`src/rtl/int_ctrl_pkg.sv`:
```
// rtl/int_ctrl_pkg.sv - shared channel indices and default sizing for int_ctrl
package int_ctrl_pkg;

   localparam int INT_COM             = 0;
   localparam int INT_KBD             = 1;
   localparam int INT_NUM_SRC_DEF     = 8;
   localparam int INT_ID_WIDTH        = 3;
   localparam int INT_SYNC_STAGES_DEF = 2;

endpackage

```
`src/rtl/int_sync.sv`:
```
// rtl/int_sync.sv - one-bit multi-flop synchroniser for an asynchronous request line
module int_sync #(
   parameter int SYNC_STAGES = 2
) (
   input  logic clk,
   input  logic rst,
   input  logic d_i,
   output logic q_o
);

   logic [SYNC_STAGES-1:0] chain_q;

   always_ff @(posedge clk) begin
      if (!rst) begin
         chain_q <= '0;
      end else begin
         chain_q[0] <= d_i;
         for (int k = 1; k < SYNC_STAGES; k++) begin
            chain_q[k] <= chain_q[k-1];
         end
      end
   end

   assign q_o = chain_q[SYNC_STAGES-1];

endmodule

```
`src/rtl/int_ctrl.sv`:
```
// rtl/int_ctrl.sv - interrupt controller: sync, level/edge latch, mask, priority ID
// Optional lost-event flags under INT_CTRL_OVF_EN.
module int_ctrl
   import int_ctrl_pkg::*;
#(
   parameter int NUM_SRC     = INT_NUM_SRC_DEF,
   parameter int ID_W        = INT_ID_WIDTH,
   parameter int SYNC_STAGES = INT_SYNC_STAGES_DEF
) (
   input  logic               clk,
   input  logic               rst,
   input  logic [NUM_SRC-1:0] int_req_raw,
   input  logic [NUM_SRC-1:0] edge_mode,
   input  logic [NUM_SRC-1:0] int_mask,
   input  logic               global_en,
   input  logic               ack,
   input  logic [ID_W-1:0]    ack_id,
`ifdef INT_CTRL_OVF_EN
   input  logic [NUM_SRC-1:0] ovf_clr,
   output logic [NUM_SRC-1:0] ovf,
`endif
   output logic [NUM_SRC-1:0] pending,
   output logic               has_int_pending,
   output logic [ID_W-1:0]    int_id,
   output logic               int_valid
);

   logic [NUM_SRC-1:0] sync_s;
   logic [NUM_SRC-1:0] prev_q;
   logic [NUM_SRC-1:0] pending_q, pending_d;
   logic [NUM_SRC-1:0] rise;
   logic [NUM_SRC-1:0] ack_hit;
   logic [NUM_SRC-1:0] active;

   for (genvar g = 0; g < NUM_SRC; g++) begin : g_sync
      int_sync #(.SYNC_STAGES(SYNC_STAGES)) u_sync (
         .clk (clk),
         .rst (rst),
         .d_i (int_req_raw[g]),
         .q_o (sync_s[g])
      );
   end

   // Lowest index wins; returns 0 when nothing is active.
   function automatic logic [ID_W-1:0] prio_enc(input logic [NUM_SRC-1:0] v);
      prio_enc = '0;
      for (int i = NUM_SRC - 1; i >= 0; i--) begin
         if (v[i]) prio_enc = ID_W'(i);
      end
   endfunction

   always_comb begin
      rise      = sync_s & ~prev_q;
      ack_hit   = '0;
      pending_d = '0;
      for (int i = 0; i < NUM_SRC; i++) begin
         ack_hit[i] = ack && (int'(ack_id) == i);
         // A rise arriving with the ack re-latches, so the new event survives.
         if (edge_mode[i]) pending_d[i] = rise[i] | (pending_q[i] & ~ack_hit[i]);
         else              pending_d[i] = sync_s[i];
      end
   end

   always_ff @(posedge clk) begin
      if (!rst) begin
         prev_q    <= '0;
         pending_q <= '0;
      end else begin
         prev_q    <= sync_s;
         pending_q <= pending_d;
      end
   end

`ifdef INT_CTRL_OVF_EN
   logic [NUM_SRC-1:0] ovf_q, ovf_d;

   always_comb begin
      ovf_d = (ovf_q & ~ovf_clr) | (edge_mode & rise & pending_q & ~ack_hit);
   end

   always_ff @(posedge clk) begin
      if (!rst) ovf_q <= '0;
      else      ovf_q <= ovf_d;
   end

   assign ovf = ovf_q;
`endif

   assign active          = pending_q & int_mask;
   assign pending         = pending_q;
   assign int_valid       = |active;
   assign has_int_pending = int_valid & global_en;
   assign int_id          = prio_enc(active);

endmodule

```
`config.mk`:
```
export PLATFORM = sky130hd
export DESIGN_NAME = int_ctrl
export DESIGN_NICKNAME = d
export VERILOG_FILES = /design/src/rtl/int_ctrl_pkg.sv /design/src/rtl/int_sync.sv /design/src/rtl/int_ctrl.sv
export SDC_FILE = /design/constraint.sdc
export NUM_CORES = 1
export LEC_CHECK = 0
export BUFFER_PORTS_ARGS = -buffer_cell sky130_fd_sc_hd__buf_2
export CAP_MARGIN = 20
export CORE_AREA = 2 2 52 54
export CTS_BUF_LIST = sky130_fd_sc_hd__clkbuf_16
export DETAILED_ROUTE_END_ITERATION = 7
export DIE_AREA = 0 0 54 56
export GPL_TIMING_DRIVEN = 1
export PLACE_DENSITY_LB_ADDON = 0.2
export SETUP_SLACK_MARGIN = 0.3
export SLEW_MARGIN = 20
export SYNTH_ARGS = -nofsm -noshare
export SYNTH_HDL_FRONTEND = slang
export SYNTH_SLANG_ARGS = --single-unit
```
`constraint.sdc`:
```
create_clock -name clk -period 1.95 [get_ports clk]
set_input_delay 0.195 -clock clk [delete_from_list [all_inputs] [get_ports clk]]
set_output_delay 0.195 -clock clk [all_outputs]
set_load 0.01 [all_outputs]
```
# ---- After elaboration in Yosys (flattened, before gate mapping)
# Cells that the tools add are included.
dict set report totals {
  regBits 32
  inputBits 31
  word_cells 71
}
dict set report op_classes {
  bitwise 28
  muxes 16
  eq_ne 7
  reduce_logical 10
}
# op n
set ops {}
lappend ops {{3-bit 2-to-1 mux} 8}
lappend ops {{8-bit bitwise AND} 2}
lappend ops {{3-bit == test (second input constant)} 4}
lappend ops {{1-bit bitwise AND} 9}
lappend ops {{1-bit logical AND} 8}
lappend ops {{1-bit 2-to-1 mux} 8}
lappend ops {{1-bit inverter} 8}
lappend ops {{8-bit inverter} 1}
lappend ops {{1-bit OR} 8}
lappend ops {{8-bit OR reduction} 1}
lappend ops {{3-bit by 2-bit == test with 1-bit output (second input constant)} 2}
lappend ops {{3-bit by 1-bit == test with 1-bit output (second input constant)} 1}
lappend ops {{3-bit logical NOT} 1}

# ---- Depth between registers and ports, before layout
dict set report depth {
  ltp_word 9
  ltp_mapped 4
}

# ---- By module
# Synthesis repeated with hierarchy kept, for this count alone.
dict set report hier_totals {
  hier_cells 115
  area_unflattened_um2 1146.1
}
# mod n_inst seq_area_each_um2 cells_per_inst area_each_um2
set by_module_without_submodules {}
lappend by_module_without_submodules {int_ctrl 1 320.3 83 725.7}
lappend by_module_without_submodules {int_sync 8 40.0 4 52.6}

# ---- Worst setup path before layout
# No wires, ideal clock.
dict set report synth_path {
  kind {register to output}
  start {reg pending_q[2] (netlist: pending[2])}
  end {out has_int_pending}
  stages_incl_launch_ff 4
  t_arrival_ps 944
  path_buffers 0
  setup_slack_ps 811
  path_cell_list {dfxtp_1 > a22oi_4 > nand4_2 > and2_1}
}
dict set report synth_via {
  elab_chain_cells 3
}
# item line
set synth_lines {}
lappend synth_lines {{from (decl)} int_ctrl.sv:30} ;# logic [NUM_SRC-1:0] pending_q, pending_d;
lappend synth_lines {{from (signal assigned)} int_ctrl.sv:70} ;# pending_q <= pending_d;
lappend synth_lines {{8-bit bitwise AND} int_ctrl.sv:89} ;# assign active = pending_q & int_mask;
lappend synth_lines {{8-bit OR reduction} int_ctrl.sv:91} ;# assign int_valid = |active;
lappend synth_lines {{via int_valid} int_ctrl.sv:25} ;# output logic int_valid
lappend synth_lines {{1-bit bitwise AND} int_ctrl.sv:92} ;# assign has_int_pending = int_valid & global_en;
lappend synth_lines {{to (decl)} int_ctrl.sv:23} ;# output logic has_int_pending,
# The timed path passes the listed nets, and every way through them passes these cells.

# ---- Worst setup path in the final report
dict set report layout_path {
  start {reg pending_q[0] (netlist: pending[0])}
  end {out int_id[0]}
}
dict set report layout_via {
  elab_chain_cells 2
}
# item line
set layout_lines {}
lappend layout_lines {{8-bit bitwise AND} int_ctrl.sv:89}
lappend layout_lines {{3-bit 2-to-1 mux} int_ctrl.sv:48} ;# if (v[i]) prio_enc = ID_W'(i);
lappend layout_lines {{to (decl)} int_ctrl.sv:24} ;# output logic [ID_W-1:0] int_id,
# No other way between the ends.

==> results by group <==
Setup path
  • Crit-path max cell delay: 0.37 ns
  • Crit path max-delay cell type: dfxtp_1
  • Crit start category: flop
  • Critical Path AT: 1.33 ns
  • Worst path cell trace: a22oi_1 > nand2_1 > o211ai_1 > buf_2
  • Req. time, crit path: 1.75 ns
  • Worst Setup Path Type: flop to primary output
  • Nature of the critical path endpoint: primary output
  • Worst path top cell family by delay: compound AO/OA/AOI/OAI gates
  • Buf/Inv on CP: 1
  • Maximum fanout along the worst path: 5

Global routing
  • Initial antenna violation count: 0
  • First-pass GRT wire length: 3730 um
  • Number of global-route vias before repair: 949
  • GRT Total Usage: 0.174
  • GRT overflow: 0
  • Largest net degree at the start of global routing: 33

Clocking
  • Maximum clock path buffer count: 2
  • Clock root buffer master: clkbuf_16
  • Post-CTS setup buffers: 0
  • TritonCTS buffer count: 5
  • CTS hold repair buffers: 0
  • Post_cts resized: 0
  • CTS clk-pin slew, worst paths: 0.05 ns
  • CTS tree: done
  • Total clock sinks: 32
  • Worst skew pair latency: 0.27 ns
  • H-tree depth: 2

Synth
  • Cell with the most instances after synthesis: dfxtp_1
  • Largest family of logic cells by synthesized area: simple AND/OR/NAND/NOR gates
  • Xor-xnor portion of the synthesized cell area: 0
  • Post-Synth Adder-Cell Area: 0
  • Register area share after synthesis: 0.546
  • Mux cell area share after synthesis: 0
  • Mapped cell area: 1170 sq um
  • Netlist cell types: 24
  • Post-Syn Nets: 148
  • Synth area leader: dfxtp_1
  • Post-synth top area share: 0.546
  • Syn avg cell area: 10.0 sq um
  • Seq cells post-synth: 32
  • Post-Synth Simple-Gate Area: 0.311
  • Synth area leaders: dfxtp_1, and2_1, nand2_1, a22oi_4, nand3_1
  • Asr flop ratio synth: 0
  • Synth Warn #: 0
  • Post-synthesis compound-gate area fraction: 0.129
  • Commonest cells post-synth: dfxtp_1, and2_1, nand2_1
  • Mapped Cells: 117
  • Main synth FF type: dfxtp_1
  • Number of flops mapped to enable cells by yosys: 0

Timing
  • Count of final setup violators: 0
  • Unrepaired setup endpoints after global routing: false
  • Clock skew: 0.00130 ns
  • Fin crit share: 0.782
  • Normalized max-slew margin: 0.718
  • Slew Limit Fails: 0
  • Fin. Hold Viols: 0
  • Setup_tns: 0 ns
  • Minimum clock period: 1.52 ns
  • F_max: 656 MHz
  • Worst slew pin tran: 0.423 ns

Pwr
  • LEAKAGE: 0.000728 uW
  • Pwr/cell area: 989 nW/um^2
  • Tot Pwr: 1530 uW
  • Worst ir drop on vdd: 0.849 mV

Finish
  • Proportion of layout cells with a drive suffix above 1: 0.333
  • # nets final: 195
  • Antenna diode count: 0
  • P&R area growth vs syn: 32.0%

Floorplan
  • Starting density of the core: 0.482
  • Number of core rows: 18
  • Die Height: 56 um
  • Core area: 2430 sq um
  • Chip width: 54 um
  • IO Pins: 44
  • Die ar.: 3020 sq um

Outcome
  • Status: complete, no violations

Routing
  • DRT Pass-1 Iters: 4
  • Vias per inst: 4.97
  • Final wirelength: 2350 um
  • Drt first-iter violations: 8
  • Antenna Nets Post-Route: 0
  • Via count: 969
  • Wire per inst: 12.1 um
  • DRC Markers: 0

Hold path
  • Worst hold path class: input pin to flop

Placement
  • Detailed placement HPWL: 1690 um
  • RD Place Congestion: 0.724
  • Port Buf Inserts: 43

Flow run
  • Total of max-cap violations: 0
[registers in the layout, summed over array words and instances, names as in the netlist]
register,cells
g_sync.u_sync.chain_q,16
pending,8
prev_q,8
[layer usage]
| metal | wire (um) | global-route usage | vias up |
|---|---|---|---|
| met2 | 1140 | 0.293 | 40 |
| met5 | 0 | 0 | - |
| met4 | 49 | 0.0857 | 0 |
| li1 | - | - | 497 |
| met3 | 222 | 0.0806 | 5 |
| met1 | 938 | 0.173 | 427 |
[metrics by stage]
stage / hold WS, ns / utilization / area (sq um) / setup WS (ns) / instances
6_report: 0.126 / 0.636 / 1550 / 0.426 / 195
5_1_grt: 0.129 / 0.636 / 1550 / 0.327 / 195
4_1_cts: 0.120 / 0.636 / 1550 / 0.426 / 195
3_5_place_dp: 0.404 / 0.579 / 1410 / 0.720 / 187
3_3_place_gp: 0.395 / 0.579 / 1410 / 0.805 / 187
2_1_floorplan: 0.317 / - / 1170 / 0.811 / 117
[logic make-up (layout without fill, tap and decap cells)]
family / count (synthesis) / in the layout
simple gates: 65 / 65
buf+inv: 3 / 51
flops: 32 / 32
compound gates: 17 / 17
[area by class of cell]
class	instances	area, sq um
clock buffer	5	125
clock inverter	3	13.8
fill	207	885
multi-input combinational	82	515
sequential	32	641
tap	30	37.5
timing repair buffer	43	215
[power by group]
group / switching, uW / internal [uW]
registers: 12.7 / 682
logic: 62.1 / 60.7
clock network: 252 / 461
total: 326 / 1200
[cell usage in the layout (no fill, tap or decap), types with 2 or more instances in the layout]
cell type,n
nor4bb_1,2
a22oi_2,2
nand3_1,8
clkbuf_16,5
nor3b_1,2
o21ai_1,6
buf_2,43
dfxtp_1,32
a22oi_4,2
nand2_1,21
a21boi_1,2
and2_1,25
clkinv_2,2
nand4_1,2
[path summary, 6_finish.rpt]
kind,start,end,slack [ns],cells past startpoint
setup / recovery,pending[0],int_id[0],0.43,4
hold / removal,int_req_raw[7],g_sync[7].u_sync.chain_q[0],0.13,2
setup reg to reg,g_sync[7].u_sync.chain_q[1],pending[7],1.11,3
hold reg to reg,g_sync[4].u_sync.chain_q[0],g_sync[4].u_sync.chain_q[1],0.43,1
Power figures use the tool's default switching activity.
